### src/rtl/mux8_rr_sched_pkg.sv
// Shared constants, the output-stage event type and the one-hot helper
// used by the round-robin scheduler.
package mux8_rr_sched_pkg;

    localparam int RR_N     = 8;
    localparam int RR_W     = 8;
    localparam int RR_MAX_N = 64;
    localparam int RR_IDX_W = $clog2(RR_MAX_N);

    typedef enum logic [1:0] {
        OP_IDLE  = 2'd0,
        OP_LOAD  = 2'd1,
        OP_DRAIN = 2'd2,
        OP_STALL = 2'd3
    } stage_op_e;

    // Wide one-hot; callers truncate to their own channel count.
    function automatic logic [RR_MAX_N-1:0] onehot(input logic [RR_IDX_W-1:0] idx);
        logic [RR_MAX_N-1:0] v;
        v      = '0;
        v[idx] = 1'b1;
        return v;
    endfunction

endpackage

### src/rtl/mux8_rr_sched_rr_pick.sv
// Combinational round-robin picker: rotate the request vector so the slot after
// the pointer sits at bit 0, priority-encode, then rotate the index back.
module mux8_rr_sched_rr_pick
    import mux8_rr_sched_pkg::*;
#(
    parameter int N  = RR_N,
    parameter int SW = $clog2(N)
) (
    input  logic [N-1:0]  req_i,
    input  logic [SW-1:0] ptr_i,
    output logic [SW-1:0] gnt_idx_o,
    output logic          any_o
);

    logic [N-1:0]  rot_s;
    logic [SW-1:0] base_s;
    logic [SW-1:0] enc_s;

    // N is a power of two, so SW-bit arithmetic wraps modulo N for free.
    assign base_s = ptr_i + SW'(1);

    always_comb begin
        rot_s = '0;
        for (int i = 0; i < N; i++) begin
            rot_s[i] = req_i[base_s + SW'(i)];
        end
    end

    always_comb begin
        enc_s = '0;
        for (int i = N - 1; i >= 0; i--) begin
            if (rot_s[i]) begin
                enc_s = SW'(i);
            end else begin
                enc_s = enc_s;
            end
        end
    end

    assign gnt_idx_o = base_s + enc_s;
    assign any_o     = |req_i;

endmodule

### src/rtl/mux8_rr_sched.sv
// Round-robin scheduler sharing an N:1 mux between N requesters, with a
// registered valid/ready output stage that refills on the same edge it drains.
module mux8_rr_sched
    import mux8_rr_sched_pkg::*;
#(
    parameter int N = RR_N,
    parameter int W = RR_W,
    localparam int SW = $clog2(N)
) (
    input  logic           clk,
    input  logic           rst,
    input  logic [N-1:0]   req,
    input  logic [N*W-1:0] din,
    output logic [N-1:0]   ack,
    output logic [SW-1:0]  sel,
    output logic           out_valid,
    input  logic           out_ready,
    output logic [W-1:0]   out_data
);

    logic [SW-1:0] ptr_q, ptr_d;
    logic [SW-1:0] sel_q, sel_d;
    logic [W-1:0]  data_q, data_d;
    logic          valid_q, valid_d;
    logic [N-1:0]  ack_q, ack_d;

    logic [SW-1:0] gnt_idx_s;
    logic          any_s;
    logic          load_s;
    logic [W-1:0]  mux_s;
    stage_op_e     op_s;

    mux8_rr_sched_rr_pick #(
        .N  (N),
        .SW (SW)
    ) u_pick (
        .req_i     (req),
        .ptr_i     (ptr_q),
        .gnt_idx_o (gnt_idx_s),
        .any_o     (any_s)
    );

    always_comb begin
        mux_s = '0;
        for (int k = 0; k < N; k++) begin
            if (gnt_idx_s == SW'(k)) begin
                mux_s = din[k*W +: W];
            end else begin
                mux_s = mux_s;
            end
        end
    end

    // A free or draining stage takes a new word; otherwise the grant waits.
    assign load_s = any_s & (~valid_q | out_ready);

    always_comb begin
        if (load_s) begin
            op_s = OP_LOAD;
        end else if (valid_q & out_ready) begin
            op_s = OP_DRAIN;
        end else if (valid_q) begin
            op_s = OP_STALL;
        end else begin
            op_s = OP_IDLE;
        end
    end

    always_comb begin
        ptr_d   = ptr_q;
        sel_d   = sel_q;
        data_d  = data_q;
        valid_d = valid_q;
        ack_d   = '0;
        case (op_s)
            OP_LOAD: begin
                data_d  = mux_s;
                valid_d = 1'b1;
                sel_d   = gnt_idx_s;
                ptr_d   = gnt_idx_s;
                ack_d   = N'(onehot(RR_IDX_W'(gnt_idx_s)));
            end
            OP_DRAIN: begin
                valid_d = 1'b0;
            end
            OP_STALL: begin
                valid_d = 1'b1;
            end
            OP_IDLE: begin
                valid_d = 1'b0;
            end
            default: begin
                valid_d = 1'b0;
            end
        endcase
    end

    // Pointer starts at N-1 so channel 0 wins the first arbitration.
    always_ff @(posedge clk) begin
        if (rst) begin
            ptr_q   <= SW'(N - 1);
            sel_q   <= '0;
            data_q  <= '0;
            valid_q <= 1'b0;
            ack_q   <= '0;
        end else begin
            ptr_q   <= ptr_d;
            sel_q   <= sel_d;
            data_q  <= data_d;
            valid_q <= valid_d;
            ack_q   <= ack_d;
        end
    end

    assign ack       = ack_q;
    assign sel       = sel_q;
    assign out_valid = valid_q;
    assign out_data  = data_q;

endmodule

### config.mk
export PLATFORM = sky130hd
export DESIGN_NAME = mux8_rr_sched
export DESIGN_NICKNAME = d
export VERILOG_FILES = /design/src/rtl/mux8_rr_sched_pkg.sv /design/src/rtl/mux8_rr_sched_rr_pick.sv /design/src/rtl/mux8_rr_sched.sv
export SDC_FILE = /design/constraint.sdc
export NUM_CORES = 1
export LEC_CHECK = 0
export CORE_AREA = 4 4 63 88
export CTS_CLUSTER_DIAMETER = 120
export DETAILED_ROUTE_END_ITERATION = 10
export DIE_AREA = 0 0 67 92
export PLACE_DENSITY = 0.9
export SYNTH_ARGS = -nofsm -noshare
export SYNTH_HDL_FRONTEND = slang
export SYNTH_SLANG_ARGS = --single-unit
export TNS_END_PERCENT = 50
### constraint.sdc
create_clock -name clk -period 9.4 [get_ports clk]
set_clock_uncertainty 0.2 [all_clocks]
set_input_delay 1.88 -clock clk [delete_from_list [all_inputs] [get_ports clk]]
set_output_delay 1.88 -clock clk [all_outputs]
set_load 0.01 [all_outputs]
After elaboration in Yosys (flattened, before gate mapping)
Index checks and enable logic that the tools add are counted.

storage, ports and cells
  flip-flop bits (word level) = 23
  input port bits = 75
  logic and storage cells = 84

operators by class
  $add $sub $neg = 9
  magnitude comparators = 10
  equality and inequality tests = 10
  muxes and demuxes = 38
  bitwise operators = 5
  reductions and logical operators = 7

operators with widths
  cell                                                                                 number
  8-bit two-way mux                                                                    8
  3-bit by 4-bit less-than comparator with 1-bit output, second input constant         8
  1-bit binary-select mux with 3-bit select                                            8
  3-bit two-way mux                                                                    8
  3-bit adder, second input constant                                                   4
  3-bit equality test, second input constant                                           4
  1-bit two-way mux                                                                    9
  8-bit OR reduction                                                                   1
  3-bit by 7-bit less-than comparator with 1-bit output, second input constant         1
  3-bit by 1-bit adder with 3-bit output, second input constant                        2
  3-bit by 2-bit adder with 3-bit output, second input constant                        2
  3-bit by 2-bit equality test with 1-bit output, second input constant                2
  2-bit two-way mux                                                                    3
  2-bit OR reduction                                                                   3
  2-bit equality test, second input constant                                           2
  3-bit adder                                                                          1
  1-bit demux with 3-bit select                                                        1
  3-bit by 1-bit equality test with 1-bit output, second input constant                1
  3-bit by 1-bit greater-or-equal comparator with 1-bit output, second input constant  1
  3-bit logical NOT                                                                    1
  1-bit bitwise AND                                                                    2
  2-bit by 1-bit equality test with 1-bit output, second input constant                1
  2-bit logical NOT                                                                    1
  1-bit inverter                                                                       2
  3 further kinds                                                                      3

Depth between registers and ports, before layout
  word-level depth = 22
  mapped depth = 20
  mapped depth without buffers = 16

Hierarchy
Synthesis repeated with hierarchy kept, for this count alone.

unflattened totals
  cell total of the unflattened synthesis = 180
  area, all modules = 1910.6 um2

by module, submodules not included
  module                 instances  cells an instance  area each (um2)
  mux8_rr_sched          1          129                1331.3
  mux8_rr_sched_rr_pick  1          51                 579.3

Worst setup path after synthesis
OpenSTA, ideal clock, no wires.

  kind = in2reg
  from = input port req[2]
  to = register data_q[5] (netlist: out_data[5])
  setup time = 0.092 ns
  data arrival time = 5.460 ns
  data required time = 9.108 ns
  setup slack = 3.648 ns
  cell stages on the path = 13
  cells stage by stage = mux4_1 -> or2_0 -> mux4_2 -> a31oi_1 -> o21ai_1 -> fa_1 -> xnor2_2 -> nand2b_1 -> clkbuf_1 -> clkbuf_1 -> nor2_1 -> mux2_2 -> nor4_1

on the way
  word-level cells in the longest chain between the ends = 20

RTL lines
  item                                       line                         text
  from (decl)                                mux8_rr_sched.sv:12          input logic [N-1:0] req,
  1-bit binary-select mux with 3-bit select  mux8_rr_sched_rr_pick.sv:25  rot_s[i] = req_i[base_s + SW'(i)];
  1-bit two-way mux (implied by the code)    mux8_rr_sched_rr_pick.sv:25
  3-bit two-way mux (8 in a row)             mux8_rr_sched_rr_pick.sv:32  if (rot_s[i]) begin
  3-bit adder                                mux8_rr_sched_rr_pick.sv:40  assign gnt_idx_o = base_s + enc_s;
  3-bit logical NOT                          mux8_rr_sched.sv:46          if (gnt_idx_s == SW'(k)) begin
  8-bit two-way mux (8 in a row)             mux8_rr_sched.sv:46
  to (signal assigned)                       mux8_rr_sched.sv:109         data_q <= data_d;
  to (decl)                                  mux8_rr_sched.sv:23          logic [W-1:0] data_q, data_d;

Parallel ways exist; a longest one is shown, timed or not. The select of a mux whose other input is x is not followed.
A chain may end at the register's enable or synchronous reset.

Worst setup path in the final report
  from = input port req[6]
  to = register data_q[3] (netlist: out_data[3])

The elaborated chain is that of the path after synthesis.

==> impl_results.md <==
* Setup crit end kind: flip-flop
* Core ar. at 0.00477 mm^2
* Max Cap Viol at 0
* N_diodes at 0
* Remaining global-route overflow at 0
* Syn Inst Count at 206
* Clock sinks at 23
* Relative slew slack at 0.324
* Synth top area share at 0.256
* Critical path's slowest cell: fa_1
* Layout Nets at 372
* Most common cell in the synthesized netlist: nor2_1
* Syn nets at 285
* Final-report max-slew violation count at 0
* Bufs and invs on worst path at 1
* DR pass1 iterations at 4
* TritonCTS Buffers at 3
* Post-cts resize count at 0
* Min-Delay Path Depth at 2
* Routed vias/inst at 5.68
* Asr flop ratio synth at 0
* Crit path arrival time at 6.26 ns
* Row count at 30
* Startpoint types: input port
* Hold EP: sel[0]$_SDFFE_PP0N_
* Main synth FF type: dfxtp_1
* Cell chain of the critical path: clkdlybuf4s50_1 > mux4_1 > or2_1 > mux4_2 > a31oi_1 > o21ai_1 > fa_1 > mux4_2 > nor2_1 > mux2_2 > nor4_1
* Initial Utilization at 0.443
* First-pass GRT wire length at between 9000 and 10,000 um
* Critical Path RT at 9.37 ns
* Fin worst setup slack at 3.11 ns
* R2r worst-path depth at 12
* Final wirelength at 5620 um
* Fin crit share at 0.669
* GRT Total Usage at 0.185
* Max FO, Critical Path at 22
* Pre-CTS WS at 2.85 ns
* Register area share after synthesis at 0.218
* Hold Crit Start: sel[0]$_SDFFE_PP0N_
* Dominant cell type by area after synthesis: mux4_2
* Initial DRC Count at between 100 and 150
* Post-synth EDFFs at 0
* GPL Wtd Cong at between 0.9 and 1
* Port Buffers at 94
* Reg2reg end: out_data[3]$_SDFFE_PP0N_
* Routed len/inst at 15.8 um
* Crit-path max cell delay at 1.20 ns
* Top cells by area, synth: mux4_2 (26%), dfxtp_1 (22%), nor2_1 (6.2%)
* Clock latency on the worst-skew pair at 0.26 ns
* Number of setup buffers added after CTS at 0
* RSZ-0062 raised after global routing: no
* Cts hold-fix bufs at 0
* R2r startpoint: ptr_q[0]$_SDFFE_PP1N_
* CP delay by family, top: multiplexers
* Syn Area/Cell at 10.2 um^2
* Post-route ant nets at 0
* Clk buf depth at 2
* Synth Warn # at 0
* Util after Layout at 0.652
* Number of global-route vias before repair at 2,041
* Final Setup Violations at 0
* Final min period at 6.29 ns
* Clock Pin Slew Worst Setup and Hold Paths at about 0.08 ns
* CP Class: input port to flip-flop
* Clock Root Buffer: clkbuf_8
* Mapped Area at 0.00211 mm^2
* Die Span X at 67 um
* Hold Vio Cnt, Final at 0
* Max Fclk at about 160 MHz
* Commonest cells in the netlist: nor2_1 (35), mux4_2 (24), dfxtp_1 (23), nand2_1 (13), nor4_1 (11)
* Worst slew pin tran at between 1 and 1.5 ns
* Total die area at 0.00616 mm^2
* H-Tree Depth at 1
* Hold/Removal Path Class: flip-flop to flip-flop
* Initial antenna violation count at 0
* Layout Area Growth over Synthesis at 47.2%
* Residual DRC at 0
* Largest net degree at the start of global routing at 27
* DP HPWL at approximately 4600 um
* Share of layout cells above drive strength 1 at 0.147
* Synth cell types at 41
* Most used cell, CP: mux4_2
* I/O pins at 95
* TritonCTS clock tree: built
* Run status: finished, final reports clean
* Vias at 2,021
* Chip height at 92 um
* Setup slack, reg-to-reg at 3.64 ns
* Synthesized flop and latch total at 23
* Final setup TNS at 0 ns
[layout by cell type (no fill, tap or decap), types with 6 or more instances in the layout]
master / Yosys / layout
nor3_1: 10 / 10
o21bai_1: 8 / 8
clkdlybuf4s50_1: 0 / 94
mux2_2: 8 / 8
nor2_1: 35 / 35
nand2b_1: 6 / 6
nor3b_1: 8 / 8
mux4_2: 24 / 24
dfxtp_1: 23 / 23
nand2_1: 13 / 13
nor4_1: 11 / 11
[final cells by class]
type	instances	area [um^2]
Multi-Input combinational cell	167	1560
Timing Repair Buffer	96	956
Tap cell	64	80.1
Sequential cell	23	460
Fill cell	403	1660
Clock buffer	3	41.3
Inverter	2	7.51
Clock inverter	1	5.00
[worst min-delay path: stages, from the launching register on]
cell     delay [ns]
dfxtp_1        0.31
nand2_1        0.05
a21oi_1        0.05
[stage by stage]
stage | hold slack (ns) | cell area [um^2] | instances
3_3_place_gp | 0.247 | 3060 | 352
2_1_floorplan | 0.281 | 2110 | 206
5_1_grt | 0.305 | 3110 | 356
4_1_cts | 0.259 | 3110 | 356
6_report | 0.258 | 3110 | 356
3_5_place_dp | 0.248 | 3060 | 352
[worst max path at each step]
| stage | start | to | slack [ns] | cells past startpoint |
|---|---|---|---|---|
| 6_report | req[6] | out_data[3]$_SDFFE_PP0N_ | 3.11 | 11 |
| 3_3_place_gp | req[6] | out_data[3]$_SDFFE_PP0N_ | 2.99 | 11 |
| 3_5_place_dp | req[6] | out_data[3]$_SDFFE_PP0N_ | 2.85 | 11 |
| 2_1_floorplan | req[2] | out_data[5]$_SDFFE_PP0N_ | 3.65 | 13 |
| 4_1_cts | req[6] | out_data[3]$_SDFFE_PP0N_ | 3.13 | 11 |
| 5_1_grt | req[5] | out_data[4]$_SDFFE_PP0N_ | 2.81 | 14 |
[cell families (layout without fill, tap and decap cells)]
family / after synthesis / count (layout) / share of synthesized area
xor+xnor: 7 / 7 / 0.0569
simple gates: 91 / 91 / 0.218
compound gates: 27 / 27 / 0.0931
buf+inv: 16 / 102 / 0.0445
fa+ha+maj: 4 / 4 / 0.0273
flops: 23 / 23 / 0.218
mux: 38 / 38 / 0.343
[sequential cells by signal, indices dropped and copies added (netlist names)]
register   cells
out_data       8
ack            8
sel            3
ptr_q          3
out_valid      1
[metal layers]
metal | track usage | up-vias | part of all wire
met5 | 0 | - | 0
met4 | 0.0694 | 0 | 0.022
met3 | 0.0392 | 13 | 0.074
met2 | 0.337 | 91 | 0.54
met1 | 0.202 | 959 | 0.36
li1 | - | 958 | -
Power is not shown: default switching activity piles up to over one toggle a cycle in this logic, so the estimate is an artifact.
